===== src/rtl/simple_proc_pkg.sv =====
// Shared definitions for the simple processor and its program sequencer:
// opcode and sequencer-state encodings, instruction field positions and
// small decode helpers.
package simple_proc_pkg;

    typedef enum logic [2:0] {
        OP_MV  = 3'b000,
        OP_MVI = 3'b001,
        OP_ADD = 3'b010,
        OP_SUB = 3'b011
    } opcode_t;

    typedef enum logic [2:0] {
        IDLE = 3'd0,
        RD_I = 3'd1,
        LOAD = 3'd2,
        GO   = 3'd3,
        EXEC = 3'd4,
        HALT = 3'd5,
        ERR  = 3'd6
    } seq_state_t;

    // Instruction word layout: IR[8:6] opcode, IR[5:3] RX, IR[2:0] RY.
    localparam int OPC_HI = 8;
    localparam int OPC_LO = 6;
    localparam int RX_HI  = 5;
    localparam int RX_LO  = 3;
    localparam int RY_HI  = 2;
    localparam int RY_LO  = 0;

    // Only the four opcodes with a clear top bit exist.
    function automatic logic opc_is_legal(input logic [2:0] opc);
        return (opc[2] == 1'b0);
    endfunction

    // mvi is the only instruction followed by an immediate word.
    function automatic logic opc_is_mvi(input logic [2:0] opc);
        return (opc == OP_MVI);
    endfunction

endpackage


===== src/rtl/program_sequencer_if.sv =====
// ROM read port plus processor Din/run/Done handshake between the
// program sequencer (master) and the ROM/processor side (slave).
interface program_sequencer_if #(
    parameter int ADDR_W = 5,
    parameter int DATA_W = 9
) ();
    logic [ADDR_W-1:0] mem_addr;
    logic [DATA_W-1:0] mem_data;
    logic [DATA_W-1:0] din;
    logic              run;
    logic              done;

    modport master (
        output mem_addr,
        output din,
        output run,
        input  mem_data,
        input  done
    );

    modport slave (
        input  mem_addr,
        input  din,
        input  run,
        output mem_data,
        output done
    );
endinterface


===== src/rtl/seq_watchdog.sv =====
// Cycle counter bounding how long the sequencer waits for Done.
// Cleared outside EXEC, counts each EXEC cycle from 0, and flags expiry
// when the count reaches TIMEOUT. It saturates so it can never wrap back
// into a "not expired" value.
module seq_watchdog #(
    parameter int  TIMEOUT = 15,
    localparam int CW      = $clog2(TIMEOUT + 1)
) (
    input  logic clk,
    input  logic rst,
    input  logic clear,
    input  logic enable,
    output logic expired
);
    logic [CW-1:0] cnt_r;

    // Count enabled cycles, holding at TIMEOUT.
    always_ff @(posedge clk) begin
        if (rst) begin
            cnt_r <= '0;
        end else if (clear) begin
            cnt_r <= '0;
        end else if (enable && (cnt_r != CW'(TIMEOUT))) begin
            cnt_r <= cnt_r + CW'(1);
        end else begin
            cnt_r <= cnt_r;
        end
    end

    assign expired = (cnt_r == CW'(TIMEOUT));
endmodule


===== src/rtl/program_sequencer.sv =====
// Program sequencer: fetches instructions (and mvi immediates) from a
// synchronous ROM, presents them on the processor Din bus, pulses run,
// waits for Done and advances the PC. Stops on halt request, end of
// program, illegal opcode or watchdog timeout.
import simple_proc_pkg::*;

module program_sequencer #(
    parameter int ADDR_W    = 5,
    parameter int DATA_W    = 9,
    parameter int LAST_ADDR = 31,
    parameter int TIMEOUT   = 15
) (
    input  logic                      clk,
    input  logic                      rst,
    input  logic                      start,
    input  logic                      halt_req,
    program_sequencer_if.master       bus,
    output logic [ADDR_W-1:0]         pc,
    output logic [15:0]               instr_cnt,
    output logic                      busy,
    output logic                      halted,
    output logic                      err
);
    // PC arithmetic is one bit wider so running past LAST_ADDR is seen
    // as end of program instead of wrapping to 0.
    localparam int PW = ADDR_W + 1;

    seq_state_t        state_r, state_s;
    logic [ADDR_W-1:0] pc_r, pc_s;
    logic [ADDR_W-1:0] mem_addr_r, mem_addr_s;
    logic [DATA_W-1:0] din_r, din_s;
    logic [DATA_W-1:0] instr_q_r, instr_q_s;
    logic [DATA_W-1:0] imm_q_r, imm_q_s;
    logic [15:0]       cnt_r, cnt_s;
    logic              run_r, run_s;
    logic              busy_r, busy_s;
    logic              halted_r, halted_s;
    logic              err_r, err_s;

    logic [2:0]        ld_opc_s;
    logic              q_is_mvi_s;
    logic [PW-1:0]     pc_plus1_s;
    logic [PW-1:0]     pc_sum_s;
    logic              wdog_expired_s;

    assign ld_opc_s   = bus.mem_data[OPC_HI:OPC_LO];
    assign q_is_mvi_s = opc_is_mvi(instr_q_r[OPC_HI:OPC_LO]);
    assign pc_plus1_s = {1'b0, pc_r} + PW'(1);
    assign pc_sum_s   = {1'b0, pc_r} + (q_is_mvi_s ? PW'(2) : PW'(1));

    seq_watchdog #(.TIMEOUT(TIMEOUT)) u_wdog (
        .clk     (clk),
        .rst     (rst),
        .clear   (state_r != EXEC),
        .enable  (state_r == EXEC),
        .expired (wdog_expired_s)
    );

    // Next-state and next-output logic; all outputs are registered from here.
    always_comb begin
        state_s   = state_r;
        pc_s      = pc_r;
        mem_addr_s = mem_addr_r;
        din_s     = din_r;
        instr_q_s = instr_q_r;
        imm_q_s   = imm_q_r;
        cnt_s     = cnt_r;
        case (state_r)
            IDLE, HALT: begin
                if (start) begin
                    pc_s       = '0;
                    cnt_s      = 16'd0;
                    mem_addr_s = '0;
                    state_s    = RD_I;
                end else begin
                    state_s = state_r;
                end
            end
            RD_I: begin
                // Prefetch the word after the instruction: the mvi immediate.
                mem_addr_s = pc_plus1_s[ADDR_W-1:0];
                state_s    = LOAD;
            end
            LOAD: begin
                instr_q_s = bus.mem_data;
                if (!opc_is_legal(ld_opc_s)) begin
                    state_s = ERR;
                end else if (opc_is_mvi(ld_opc_s) && (pc_r == ADDR_W'(LAST_ADDR))) begin
                    state_s = ERR;
                end else begin
                    din_s   = bus.mem_data;
                    state_s = GO;
                end
            end
            GO: begin
                imm_q_s = bus.mem_data;
                din_s   = q_is_mvi_s ? bus.mem_data : instr_q_r;
                state_s = EXEC;
            end
            EXEC: begin
                if (bus.done) begin
                    // Past the top of the address space pc sticks at all-ones.
                    pc_s  = pc_sum_s[ADDR_W] ? '1 : pc_sum_s[ADDR_W-1:0];
                    cnt_s = (cnt_r == 16'hFFFF) ? cnt_r : (cnt_r + 16'd1);
                    if (halt_req || (pc_sum_s > PW'(LAST_ADDR))) begin
                        state_s = HALT;
                    end else begin
                        mem_addr_s = pc_sum_s[ADDR_W-1:0];
                        state_s    = RD_I;
                    end
                end else if (wdog_expired_s) begin
                    state_s = ERR;
                end else begin
                    state_s = EXEC;
                end
            end
            ERR: begin
                state_s = ERR;
            end
            default: begin
                state_s = IDLE;
            end
        endcase
        run_s    = (state_s == GO);
        busy_s   = (state_s == RD_I) || (state_s == LOAD) ||
                   (state_s == GO)   || (state_s == EXEC);
        halted_s = (state_s == HALT);
        err_s    = (state_s == ERR);
    end

    // State and output registers with synchronous reset.
    always_ff @(posedge clk) begin
        if (rst) begin
            state_r    <= IDLE;
            pc_r       <= '0;
            mem_addr_r <= '0;
            din_r      <= '0;
            instr_q_r  <= '0;
            imm_q_r    <= '0;
            cnt_r      <= 16'd0;
            run_r      <= 1'b0;
            busy_r     <= 1'b0;
            halted_r   <= 1'b0;
            err_r      <= 1'b0;
        end else begin
            state_r    <= state_s;
            pc_r       <= pc_s;
            mem_addr_r <= mem_addr_s;
            din_r      <= din_s;
            instr_q_r  <= instr_q_s;
            imm_q_r    <= imm_q_s;
            cnt_r      <= cnt_s;
            run_r      <= run_s;
            busy_r     <= busy_s;
            halted_r   <= halted_s;
            err_r      <= err_s;
        end
    end

    // In LOAD the ROM word goes straight to Din so the processor IR can load it.
    assign bus.din      = (state_r == LOAD) ? bus.mem_data : din_r;
    assign bus.mem_addr = mem_addr_r;
    assign bus.run      = run_r;
    assign pc           = pc_r;
    assign instr_cnt    = cnt_r;
    assign busy         = busy_r;
    assign halted       = halted_r;
    assign err          = err_r;
endmodule


===== src/flat_wrapper.sv =====
// flat-port wrapper written by rule: the top's interface ports become plain ports
module program_sequencer_flat 
#(
    parameter int ADDR_W    = 5,
    parameter int DATA_W    = 9,
    parameter int LAST_ADDR = 31,
    parameter int TIMEOUT   = 15
)
  (clk, rst, start, halt_req, pc, instr_cnt, busy, halted, err, bus_mem_addr, bus_din, bus_run, bus_mem_data, bus_done);
  program_sequencer_if #(.ADDR_W(ADDR_W), .DATA_W(DATA_W)) bus_i ();
  input  logic clk;
  input  logic rst;
  input  logic start;
  input  logic halt_req;
  output logic [ADDR_W-1:0] pc;
  output logic [15:0] instr_cnt;
  output logic busy;
  output logic halted;
  output logic err;
  output wire logic [$bits(bus_i.mem_addr)-1:0] bus_mem_addr;
  output wire logic [$bits(bus_i.din)-1:0] bus_din;
  output wire logic [$bits(bus_i.run)-1:0] bus_run;
  input wire logic [$bits(bus_i.mem_data)-1:0] bus_mem_data;
  input wire logic [$bits(bus_i.done)-1:0] bus_done;
  assign bus_mem_addr = bus_i.mem_addr;
  assign bus_din = bus_i.din;
  assign bus_run = bus_i.run;
  assign bus_i.mem_data = bus_mem_data;
  assign bus_i.done = bus_done;
  program_sequencer #(.ADDR_W(ADDR_W), .DATA_W(DATA_W), .LAST_ADDR(LAST_ADDR), .TIMEOUT(TIMEOUT)) u_core (.clk(clk), .rst(rst), .start(start), .halt_req(halt_req), .bus(bus_i), .pc(pc), .instr_cnt(instr_cnt), .busy(busy), .halted(halted), .err(err));
endmodule

===== config.mk =====
export PLATFORM = sky130hd
export DESIGN_NAME = program_sequencer_flat
export DESIGN_NICKNAME = d
export VERILOG_FILES = /design/src/rtl/simple_proc_pkg.sv /design/src/rtl/program_sequencer_if.sv /design/src/rtl/seq_watchdog.sv /design/src/rtl/program_sequencer.sv /design/src/flat_wrapper.sv
export SDC_FILE = /design/constraint.sdc
export NUM_CORES = 1
export LEC_CHECK = 0
export CORE_MARGIN = 3
export CORE_UTILIZATION = 40
export CTS_BUF_LIST = sky130_fd_sc_hd__clkbuf_16
export CTS_CLUSTER_DIAMETER = 200
export DETAILED_ROUTE_END_ITERATION = 12
export HOLD_SLACK_MARGIN = 0.06
export PLACE_DENSITY = 0.6
export SLEW_MARGIN = 10
export SYNTH_ARGS = -nofsm -noshare
export SYNTH_HDL_FRONTEND = slang
export SYNTH_SLANG_ARGS = --single-unit

===== constraint.sdc =====
create_clock -name clk -period 6.25 [get_ports clk]
set_clock_uncertainty 0.1 [all_clocks]
set_input_delay 1.25 -clock clk [delete_from_list [all_inputs] [get_ports clk]]
set_output_delay 1.25 -clock clk [all_outputs]
set_load 0.01 [all_outputs]

# [Word-level counts from Yosys, hierarchy flattened]
# Cells that the tools add are included.
[totals] regBits=55 input_bits=14 output_inout_bits=39 wordCells=81
[op_classes] n_addsub=4 n_lt_le_gt_ge=1 n_eq_ne=25 mux=24 reduce_logical=16
[ops] cell="$mux W16" count=3
[ops] cell="$mux W9" count=4
[ops] cell="$pmux W16 S2" count=1
[ops] cell="$mux W5" count=5
[ops] cell="$eq A3 B3 Y1 const B" count=6
[ops] cell="$pmux W3 S6" count=1
[ops] cell="$pmux W9 S2" count=1
[ops] cell="$add A16 B1 Y16 const B" count=1
[ops] cell="$eq A16 B16 Y1 const B" count=1
[ops] cell="$mux W3" count=5
[ops] cell="$pmux W5 S3" count=1
[ops] cell="$eq A3 B1 Y1 const B" count=4
[ops] cell="$eq A3 B2 Y1 const B" count=4
[ops] cell="$ne A2 B2 Y1 const B" count=6
[ops] cell="$pmux W5 S2" count=1
[ops] cell="$reduce_and A4 Y1" count=2
[ops] cell="$add A5 B6 Y6" count=1
[ops] cell="$gt A6 B5 Y1 const B" count=1
[ops] cell="$reduce_and A3 Y1" count=2
[ops] cell="$add A5 B1 Y5 const B" count=1
[ops] cell="$eq A5 B5 Y1 const B" count=1
[ops] cell="$add A4 B1 Y4 const B" count=1
[ops] cell="$eq A4 B4 Y1 const B" count=1
[ops] cell="$logic_or A1 B1 Y1" count=4
[ops] cell="other kinds (8)" count=12

# [Logic depth before layout (Yosys ltp)]
[logic_depth] word_depth=12 mapped_depth=8 depth_no_buf=8

# [Hierarchy]
# From an unflattened synthesis, not the netlist that was laid out.
[unflattened] hier_cells=365 area_unflattened_um2=3029.2
[modules_own_cells] mod="program_sequencer" n_inst=1 cells_per_inst=343 area_each_um2=2817.7 seq_area_each_um2=1021.0
[modules_own_cells] mod="seq_watchdog" n_inst=1 cells_per_inst=22 area_each_um2=211.5 seq_area_each_um2=80.1

# [Worst setup path after synthesis]
# No wires, ideal clock.
[synth_timing] kind="register -> output" start="reg u_core.state_r[0]" end="out bus_din[0]" arrival_ns=1.416 t_required_ns=4.900 slack_ns=3.484 stages_incl_launch_ff=7 path_buffers=3 path_cell_list="dfxtp_1 -> buf_6 -> or3b_4 -> clkbuf_1 -> clkbuf_1 -> nand2_1 -> nand2_1"
[synth_via] elab_chain_cells=2
[synth_rtl] item="start: declaration" line="program_sequencer.sv:28" rtl="seq_state_t state_r, state_s;"
[synth_rtl] item="start signal: assignment" line="program_sequencer.sv:146" rtl="state_r <= state_s;"
[synth_rtl] item="$eq A3 B2 Y1" line="program_sequencer.sv:161" rtl="assign bus.din = (state_r == LOAD) ? bus.mem_data : din_r;"
[synth_rtl] item="$mux W9" line="program_sequencer.sv:161"
[synth_rtl] item="end: declaration" line="flat_wrapper.sv:21" rtl="output wire logic [$bits(bus_i.din)-1:0] bus_din;"
# No other way between the ends.

# [Worst setup path after layout]
[layout_timing] start="reg u_core.state_r[1]" end="out bus_din[4]"
# Same word-level chain as after synthesis.

==> qor.yml <==
drt_iter0_drc: 168
ys.flop_type: "dfxtp_1"
final.min_clock_period_ns: 4.019
die-area_mm2: 0.009051
num_antenna_cells: 0
ys_seq_area_share_pct: 34.65
core_area_mm2: 0.007486
route.detailed.drc: 0
cap_violations: 0
syn_area_mm2: 0.003178
final.fill_count: 717
rsz0062_at_grt: "no"
crit_arrival_ns: 2.67
hold_start: "u_core.din_r[6]"
clkSinkCount: 55
worstPathMaxFanout: 18
clk-insertion-delay-late_ns: 0.30
dr.pass1.iters: 5
ant_nets: 0
power.total_mw: 0.8657
grtUsageTotal_pct: 18.68
area_growth_pct: 22.48
critPathLaunch: "u_core.state_r[1]"
synth_cell_type_count: 70
postCtsHoldBufs: 0
final_nets: 444
place_area_mm2: 0.003721
post_cts_buffers: 0
grt_pass1_wl_mm: 13.59
yosysWarningCount: 0
worstSetupEndpointType: "output port"
cts_root_buf: "clkbuf_16"
htreeDepth: 2
ir_drop_mv: 0.1456
fin_setup_tns_ns: 0
cellLeakagePower_nw: 1.328
synth_edf_count: 0
utilization_pct: 52.00
syn-num-nets: 404
routed_wirelength_mm: 8.132
period_share_pct: 64.31
crit_type: "reg2out"
setup_viol: 0
r2r-start: "u_core.instr_q_r[6]"
cts_buffers: 5
hold_viol: 0
start_util_pct: 42.45
clk_pin_slew_worst_paths_ns: 0.07
boundaryPins: 53
post_cts_resized: 0
clock_path_buffers: 2
crit_path_start_kind: "flop"
power.density_mw_per_mm2: 222.4
slew_headroom_pct: 34.48
worstPathRequired_ns: 4.90
vias_per_cell: 5.664
netlist_instances: 384
cts_tree: "yes"
port_buffers: 52
design_area_mm2: 0.003892
drv_slew: 0
tightestPinTransition_ns: 0.9747
dpl.hpwl_mm: 5.836
synth-seq-cells: 55
routedWlPerCell_um: 15.52
status: "complete, no violations"
synth_area_per_cell_um2: 8.276
drive_gt1_share_pct: 6.588
ys_async_sr_fraction_pct: 0
die_y_um: 95.14
grt_pass1_vias: 2697
antenna_found_initial: 0
gp_congestion: 0.8826
grt_start_max_net_pins: 38
vias: 2968
hold_path_class: "reg2reg"
die_w_um: 95.14
grt_overflow_total: 0
max_freq_mhz: 248.8
rows: 31
[report_power, final]
part	total [mW]	switching [mW]	internal, mW
Combinational	0.155	0.0854	0.0700
Sequential	0.384	0.0188	0.366
Clock	0.326	0.135	0.191
[synth_stat cells (6+ instances only)]
| master | n | area (µm²) |
|---|---|---|
| and3_1 | 6 | 37.54 |
| a21oi_1 | 30 | 150.1 |
| or4_1 | 6 | 45.04 |
| nor3_1 | 7 | 35.03 |
| nand2b_1 | 12 | 75.07 |
| clkbuf_1 | 9 | 33.78 |
| inv_1 | 11 | 41.29 |
| nand4_1 | 7 | 43.79 |
| a211oi_1 | 14 | 105.1 |
| mux2i_1 | 17 | 170.2 |
| ha_1 | 6 | 75.07 |
| nor2_1 | 22 | 82.58 |
| nand3_1 | 10 | 50.05 |
| o21ai_0 | 13 | 65.06 |
| dfxtp_1 | 55 | 1101 |
| nand2_1 | 62 | 232.7 |
[per-layer routing]
metal | track usage (%) | up-vias | share of wire [%]
met5 | 0 | - | 0
met4 | 4.447 | 0 | 1.2
met3 | 3.078 | 12 | 4.2
met2 | 28.22 | 71 | 45
met1 | 27.61 | 1379 | 49
li1 | - | 1506 | -
[worst max-delay path, cell delays in order, from the launching register on]
cell             delay, ns
dfxtp_1               0.73
inv_1                 0.22
nor3_2                0.62
nand2_1               0.17
nand2_1               0.09
clkdlybuf4s50_1       0.54
[flip-flops by register name, indices dropped and copies added (netlist names)]
register,count
u_core.instr_cnt,16
u_core.din_r,9
u_core.instr_q_r,9
u_core.bus.mem_addr,5
u_core.pc,5
u_core.u_wdog.cnt_r,4
u_core.state_r,3
u_core.bus.run,1
u_core.busy,1
u_core.err,1
u_core.halted,1
[worst paths after layout]
path,end,slack [ns],cells after the start
setup reg to reg,u_core.busy,3.43,7
hold / removal,u_core.din_r[6],0.36,2
setup / recovery,bus_din[4],2.23,5
hold reg to reg,u_core.din_r[6],0.36,2
[layout by cell type (no fill, tap or decap), types with 7 or more instances in the layout]
master           instances
o21ai_0                 13
nand2_1                 62
inv_1                   11
mux2i_1                 17
clkdlybuf4s50_1         52
a21oi_1                 30
nor2_1                  22
nand2b_1                12
a211oi_1                14
dfxtp_1                 55
nand3_1                 10
nor3_1                   7
nand4_1                  7
[metrics by stage]
| step | worst slack (ns) | std cells | hold WS (ns) |
|---|---|---|---|
| finish | 2.231 | 524 | 0.3554 |
| global route | 2.077 | 524 | 0.3804 |
| CTS | 2.251 | 524 | 0.3588 |
| detailed placement | 2.292 | 516 | 0.3482 |
| global placement | 2.276 | 516 | 0.3412 |
| floorplan | 3.484 | 384 | 0.3322 |
[cell families after synthesis]
| family | count (synthesis) | share of synthesized area, % |
|---|---|---|
| buf+inv | 34 | 5.196 |
| mux | 18 | 5.709 |
| fa+ha+maj | 6 | 2.362 |
| flops | 55 | 34.65 |
| xor+xnor | 4 | 1.339 |
| simple gates | 168 | 28.74 |
| compound gates | 99 | 22.01 |
[cell type report]
cell class                 instances  area, µm²  area share (%)
multi-input combinational        295       1912           49.12
clock buffer                       5      125.1           3.214
clock inverter                     3      46.29           1.189
sequential                        55       1101           28.29
tap                               99      123.9           3.182
inverter                          13      48.80           1.254
timing repair buffer              54      535.5           13.76
Note: power is estimated with default switching activity, not from simulation.
